===== src/rtl/multi_cycle_ctrl.sv =====
// rtl/multi_cycle_ctrl.sv - multi-cycle RV32I-subset control FSM with memory watchdog and instret
module multi_cycle_ctrl #(
    parameter int unsigned TIMEOUT_CYCLES = 255
) (
    input  logic        clk,
    input  logic        reset,
    input  logic [6:0]  opcode,
    input  logic [2:0]  funct3,
    input  logic        funct7b5,
    input  logic        mem_ready,
    output logic [2:0]  state,
    output logic        mem_req,
    output logic        mem_we,
    output logic        addr_src,
    output logic        ir_we,
    output logic        pc_we,
    output logic [1:0]  imm_type,
    output logic [1:0]  alu_a_sel,
    output logic        alu_b_sel,
    output logic [3:0]  alu_ctrl,
    output logic        reg_we,
    output logic        wb_sel,
    output logic        illegal_instr,
    output logic        mem_timeout,
    output logic [31:0] instret
);

    typedef enum logic [2:0] {
        S_FETCH  = 3'd0,
        S_DECODE = 3'd1,
        S_EXEC   = 3'd2,
        S_MEM    = 3'd3,
        S_WB     = 3'd4
    } state_t;

    localparam logic [6:0] OP_R     = 7'b0110011;
    localparam logic [6:0] OP_I     = 7'b0010011;
    localparam logic [6:0] OP_LOAD  = 7'b0000011;
    localparam logic [6:0] OP_STORE = 7'b0100011;
    localparam logic [6:0] OP_AUIPC = 7'b0010111;
    localparam logic [6:0] OP_LUI   = 7'b0110111;

    localparam logic [3:0] ALU_ADD  = 4'd0;
    localparam logic [3:0] ALU_SUB  = 4'd1;
    localparam logic [3:0] ALU_AND  = 4'd2;
    localparam logic [3:0] ALU_OR   = 4'd3;
    localparam logic [3:0] ALU_XOR  = 4'd4;
    localparam logic [3:0] ALU_SLT  = 4'd5;
    localparam logic [3:0] ALU_SLTU = 4'd6;
    localparam logic [3:0] ALU_SLL  = 4'd7;
    localparam logic [3:0] ALU_SRL  = 4'd8;
    localparam logic [3:0] ALU_SRA  = 4'd9;

    localparam logic [15:0] WAIT_LIMIT = 16'(TIMEOUT_CYCLES - 1);

    state_t      state_q;
    logic [15:0] wait_cnt;
    logic        abort_q;
    logic [31:0] instret_q;
    logic [1:0]  imm_q;
    logic [1:0]  a_sel_q;
    logic        b_sel_q;
    logic [3:0]  ctrl_q;
    logic        load_q;
    logic        store_q;

    logic        dec_legal;
    logic        dec_load;
    logic        dec_store;
    logic [1:0]  dec_imm;
    logic [1:0]  dec_a_sel;
    logic        dec_b_sel;
    logic [3:0]  dec_ctrl;

    function automatic logic [3:0] alu_op(input logic [2:0] f3, input logic b5, input logic allow_sub);
        logic [3:0] op;
        case (f3)
            3'b000:  op = (allow_sub && b5) ? ALU_SUB : ALU_ADD;
            3'b001:  op = ALU_SLL;
            3'b010:  op = ALU_SLT;
            3'b011:  op = ALU_SLTU;
            3'b100:  op = ALU_XOR;
            3'b101:  op = b5 ? ALU_SRA : ALU_SRL;
            3'b110:  op = ALU_OR;
            default: op = ALU_AND;
        endcase
        return op;
    endfunction

    always_comb begin
        dec_legal = 1'b1;
        dec_load  = 1'b0;
        dec_store = 1'b0;
        dec_imm   = 2'd0;
        dec_a_sel = 2'd0;
        dec_b_sel = 1'b1;
        dec_ctrl  = ALU_ADD;
        case (opcode)
            OP_R: begin
                dec_b_sel = 1'b0;
                dec_ctrl  = alu_op(funct3, funct7b5, 1'b1);
            end
            OP_I:     dec_ctrl  = alu_op(funct3, funct7b5, 1'b0);
            OP_LOAD:  dec_load  = 1'b1;
            OP_STORE: begin
                dec_store = 1'b1;
                dec_imm   = 2'd1;
            end
            OP_AUIPC: begin
                dec_imm   = 2'd2;
                dec_a_sel = 2'd1;
            end
            OP_LUI: begin
                dec_imm   = 2'd2;
                dec_a_sel = 2'd2;
            end
            default: begin
                dec_legal = 1'b0;
                dec_b_sel = 1'b0;
            end
        endcase
    end

    // The cycle after a timeout is a bubble in FETCH: the request is dropped before a fresh one starts.
    logic waiting;
    logic timeout_hit;
    logic mem_done;
    logic run;
    logic in_body;

    assign run         = ~reset;
    assign waiting     = (state_q == S_FETCH && !abort_q) || state_q == S_MEM;
    assign timeout_hit = waiting && !mem_ready && (wait_cnt == WAIT_LIMIT);
    assign mem_done    = waiting && mem_ready;
    assign in_body     = run && (state_q == S_EXEC || state_q == S_MEM || state_q == S_WB);

    always_ff @(posedge clk) begin
        if (reset) begin
            state_q   <= S_FETCH;
            wait_cnt  <= 16'd0;
            abort_q   <= 1'b0;
            instret_q <= 32'd0;
            imm_q     <= 2'd0;
            a_sel_q   <= 2'd0;
            b_sel_q   <= 1'b0;
            ctrl_q    <= 4'd0;
            load_q    <= 1'b0;
            store_q   <= 1'b0;
        end else begin
            abort_q <= timeout_hit;
            if (waiting && !mem_ready && !timeout_hit)
                wait_cnt <= wait_cnt + 16'd1;
            else
                wait_cnt <= 16'd0;

            case (state_q)
                S_FETCH: begin
                    if (mem_done)
                        state_q <= S_DECODE;
                end
                S_DECODE: begin
                    imm_q   <= dec_imm;
                    a_sel_q <= dec_a_sel;
                    b_sel_q <= dec_b_sel;
                    ctrl_q  <= dec_ctrl;
                    load_q  <= dec_load;
                    store_q <= dec_store;
                    state_q <= dec_legal ? S_EXEC : S_FETCH;
                end
                S_EXEC: state_q <= (load_q || store_q) ? S_MEM : S_WB;
                S_MEM: begin
                    if (mem_done) begin
                        if (load_q) begin
                            state_q <= S_WB;
                        end else begin
                            state_q   <= S_FETCH;
                            instret_q <= instret_q + 32'd1;
                        end
                    end else if (timeout_hit) begin
                        state_q <= S_FETCH;
                    end
                end
                S_WB: begin
                    state_q   <= S_FETCH;
                    instret_q <= instret_q + 32'd1;
                end
                default: state_q <= S_FETCH;
            endcase
        end
    end

    assign state         = state_q;
    assign instret       = instret_q;
    assign mem_req       = run && waiting;
    assign addr_src      = run && state_q == S_MEM;
    assign mem_we        = run && state_q == S_MEM && store_q;
    assign ir_we         = run && state_q == S_FETCH && !abort_q && mem_ready;
    assign pc_we         = ir_we;
    assign reg_we        = run && state_q == S_WB;
    assign illegal_instr = run && state_q == S_DECODE && !dec_legal;
    assign mem_timeout   = run && timeout_hit;
    assign imm_type      = (run && state_q == S_DECODE) ? dec_imm : (in_body ? imm_q : 2'd0);
    assign alu_a_sel     = in_body ? a_sel_q : 2'd0;
    assign alu_b_sel     = in_body && b_sel_q;
    assign alu_ctrl      = in_body ? ctrl_q : 4'd0;
    assign wb_sel        = in_body && load_q;

endmodule


===== config.mk =====
export PLATFORM = sky130hd
export DESIGN_NAME = multi_cycle_ctrl
export DESIGN_NICKNAME = d
export VERILOG_FILES = /design/src/rtl/multi_cycle_ctrl.sv
export SDC_FILE = /design/constraint.sdc
export NUM_CORES = 1
export LEC_CHECK = 0
export ABC_AREA = 1
export ABC_CLOCK_PERIOD_IN_PS = 1800
export BUFFER_PORTS_ARGS = -buffer_cell sky130_fd_sc_hd__buf_2
export CAP_MARGIN = 20
export CORE_MARGIN = 2
export CORE_UTILIZATION = 52
export DETAILED_ROUTE_END_ITERATION = 8
export GPL_TIMING_DRIVEN = 0
export PLACE_DENSITY = 0.75
export SYNTH_ARGS = -nofsm -noshare
export SYNTH_HDL_FRONTEND = slang
export SYNTH_SLANG_ARGS = --single-unit

===== constraint.sdc =====
create_clock -name clk -period 1.8 [get_ports clk]
set_input_delay 0.09 -clock clk [delete_from_list [all_inputs] [get_ports clk]]
set_output_delay 0.09 -clock clk [all_outputs]
set_load 0.01 [all_outputs]

==> flow_summary.yaml <==
sta:
  maxSlewViolCount: 0
  final_hold_viol_count: 0
  setup_viol: 0
  fin_skew_ps: 6.174
  setup_ws_ps: 103.6
  fin_tns_setup_ps: 0
  tightest_slew_ps: 588.9
  relSlewSlack_pct: 60.74
  rsz0062_at_grt: "false"
  period_share_pct: 94.25
  fin_crit_ps: 1696
  fmax_ghz: 0.5895
synthesis:
  ys_ff_latch: 62
  ys_warn_count: 0
  synthesis.area_um2: 3706
  synthArstFlopShare_pct: 0
  synth.top_cells.by_count: "nand2_1, nor2_1, inv_1"
  synthCells: 572
  seq_area_frac_synth_pct: 33.49
  yosysMostFrequentCell: "nand2_1"
  yosys.area.top_type: "dfxtp_1"
  synth_enable_flop_cells: 0
  synth_flop_cell: "dfxtp_1"
  synthTopCellsByArea: "dfxtp_1, nand2_1, nor2_1, inv_1, nand3_1"
  synth_cell_types: 39
  avgSynthCellArea_um2: 6.479
  syn_nets: 589
  yosysTopAreaCellShare_pct: 33.49
setup_path:
  cp_max_fo: 6
  cpLargestDelayFamily: "flip-flops"
  crit_buf_inv: 2
  crit_chain: "inv_2, nand3_1, nor2_2, a21oi_4, o21ai_0, buf_2"
  critPathCaptureType: "primary output"
  crit_path_start_kind: "register"
  max_stage_delay_ps: 350
  required_ps: 1710
  worstSetupPathType: "reg -> out"
  slowest_stage: "dfxtp_2"
  critPathArrivalTime_ps: 1610
floorplanning:
  num_rows: 30
  die-area_um2: 7818
  ios: 67
  start_util_pct: 54.25
  core-area_um2: 6832
  fp.dieH_um: 88.42
  fp.dieW_um: 88.42
placement:
  dp_hpwl_mm: 6.720
  postPlaceCellArea_um2: 4156
  gp_congestion: 0.8971
  place_worst_setup_slack_ps: 167.5
  io_buffer_count: 66
clocking:
  cts_tree: "built"
  cts_made_buffers: 9
  cts_buffer_depth: 2
  insertion_delay_ps: 350
  htreeDepth: 3
  cts.sinks: 62
  path_clk_slew_ps: 70
  ctsRootBufferMaster: "clkbuf_8"
cells_and_area:
  num_antenna_cells: 0
  fill_cells: 642
  final_area_um2: 4461
  final_util_pct: 65.29
  drive_above_1_share_pct: 21.85
  nNetsFinal: 671
  area.growth.synth_to_final_pct: 20.36
routing:
  viasPerCell: 5.017
  drc: 0
  ant_nets: 0
  drt-initial-drc-count: 156
  drt_first_pass_iters: 5
  finalWirelength_mm: 9.111
  routed-via-count: 3788
  avgRoutedWirePerCell_um: 12.07
power:
  seqPwrFrac_pct: 41.4
  p_int_mw: 2.421
  peakVddDrop_mv: 0.5424
  leakagePower_nw: 1.836
  p_switching_mw: 1.204
  sw_frac_of_total_pct: 33.21
  pwr-share-clk_pct: 35.1
  comb_power_share_pct: 23.5
  power_density_nw_per_um2: 812.7
grt:
  grt_max_degree: 12
  grt_pass1_wl_mm: 15.07
  overflow: 0
  grt_pass1_vias: 3444
  grt_use_total_pct: 24.57
  antenna_found_initial: 0
hold_path:
  hp-class: "in -> reg"
outcome:
  status: "finished clean"
run:
  cap_violations: 0
[path summary, 6_finish.rpt]
| check | startpoint | endpoint | slack, ps | depth (start not counted) |
|---|---|---|---|---|
| worst max-delay path | state[1] | imm_type[0] | 100 | 6 |
| worst min-delay path | funct3[0] | ctrl_q[3] | 30 | 3 |
| worst max register to register | instret[0] | instret[20] | 180 | 9 |
| worst min register to register | wait_cnt[0] | wait_cnt[0] | 440 | 1 |
[area by class of cell]
type	count	area [µm²]	share of cell area [%]
Clock buffer	11	141.4	3.170
Timing Repair Buffer	71	382.9	8.583
Clock inverter	5	58.81	1.318
Sequential cell	62	1250	28.02
Multi-Input combinational cell	417	2115	47.41
Tap cell	96	120.1	2.693
Buffer	10	78.83	1.767
Inverter	83	314.1	7.041
[layout by cell type (no fill, tap or decap), types with 3 or more instances in the layout]
| cell type | instances |
|---|---|
| buf_4 | 5 |
| nand3_2 | 5 |
| clkbuf_8 | 10 |
| a21oi_2 | 3 |
| nand2_2 | 4 |
| nor3_1 | 8 |
| nand3_4 | 5 |
| xor2_1 | 10 |
| nand4_1 | 11 |
| inv_2 | 5 |
| a31oi_1 | 4 |
| inv_1 | 77 |
| a21oi_1 | 29 |
| nor2_8 | 3 |
| nor2_2 | 8 |
| o21ai_0 | 13 |
| nand2_1 | 152 |
| dfxtp_2 | 4 |
| nand3_1 | 34 |
| nor2_1 | 100 |
| nor2_4 | 6 |
| buf_2 | 68 |
| dfxtp_1 | 57 |
[layer usage]
| layer | global-route usage, % | vias to the layer above | part of all wire [%] |
|---|---|---|---|
| met5 | 0 | - | 0 |
| met4 | 9.504 | 0 | 1.3 |
| met3 | 4.757 | 12 | 4.5 |
| met2 | 42.72 | 88 | 50 |
| met1 | 29.97 | 1718 | 45 |
| li1 | - | 1970 | - |
[power by group through the flow]
stage	Clock (mW)	Combinational (mW)	Sequential (mW)
2_1_floorplan	0	0.542	1.52
3_3_place_gp	0	0.738	1.51
3_5_place_dp	0	0.759	1.51
4_1_cts	1.28	0.822	1.48
5_1_grt	1.35	0.935	1.51
6_report	1.27	0.852	1.50
[worst register-to-register path, cell delays in order, from the launching register on]
cell and delay (ps):
dfxtp_1 410, ha_2 260, nand3_2 130, nor2_4 200
nand3_4 120, nor2_8 180, nand3_2 90, nand2_1 70
nand2_1 40, nor2_1 80
[what timing repair did]
action | 4_1_cts | 5_1_grt
resized for setup | 3 | 15
endpoints found under the setup margin | 10 | 12
hold buffers | 1 | 0
pin swaps | 0 | 2
hold endpoints to repair | 1 | 0
buffers inserted | 2 | 2
[cells by family (layout without fill, tap and decap cells)]
kind of cell	after synthesis	in the layout	synth area share, %
and+or+nand+nor	345	345	43.38
buffers and inverters	93	180	10.53
DFF	62	62	33.49
AOI/OAI and AO/OA	57	57	8.744
xor gates and xnor gates	12	12	2.836
adders and majority gates	3	3	1.013
[registers in the layout, summed over array words and instances, names as in the netlist]
signal	flops
a_sel_q	2
wait_cnt	16
b_sel_q	1
state	3
ctrl_q	4
load_q	1
store_q	1
abort_q	1
imm_q	1
instret	32
[per-stage QoR]
stage	power (mW)	instances	hold slack, ps
global placement	2.247	734	332.1
global route	3.790	755	52.80
finish	3.625	755	33.24
CTS	3.586	753	21.85
detailed placement	2.270	734	337.5
floorplan	2.059	572	201.9
(Power assumes the default switching activity.)
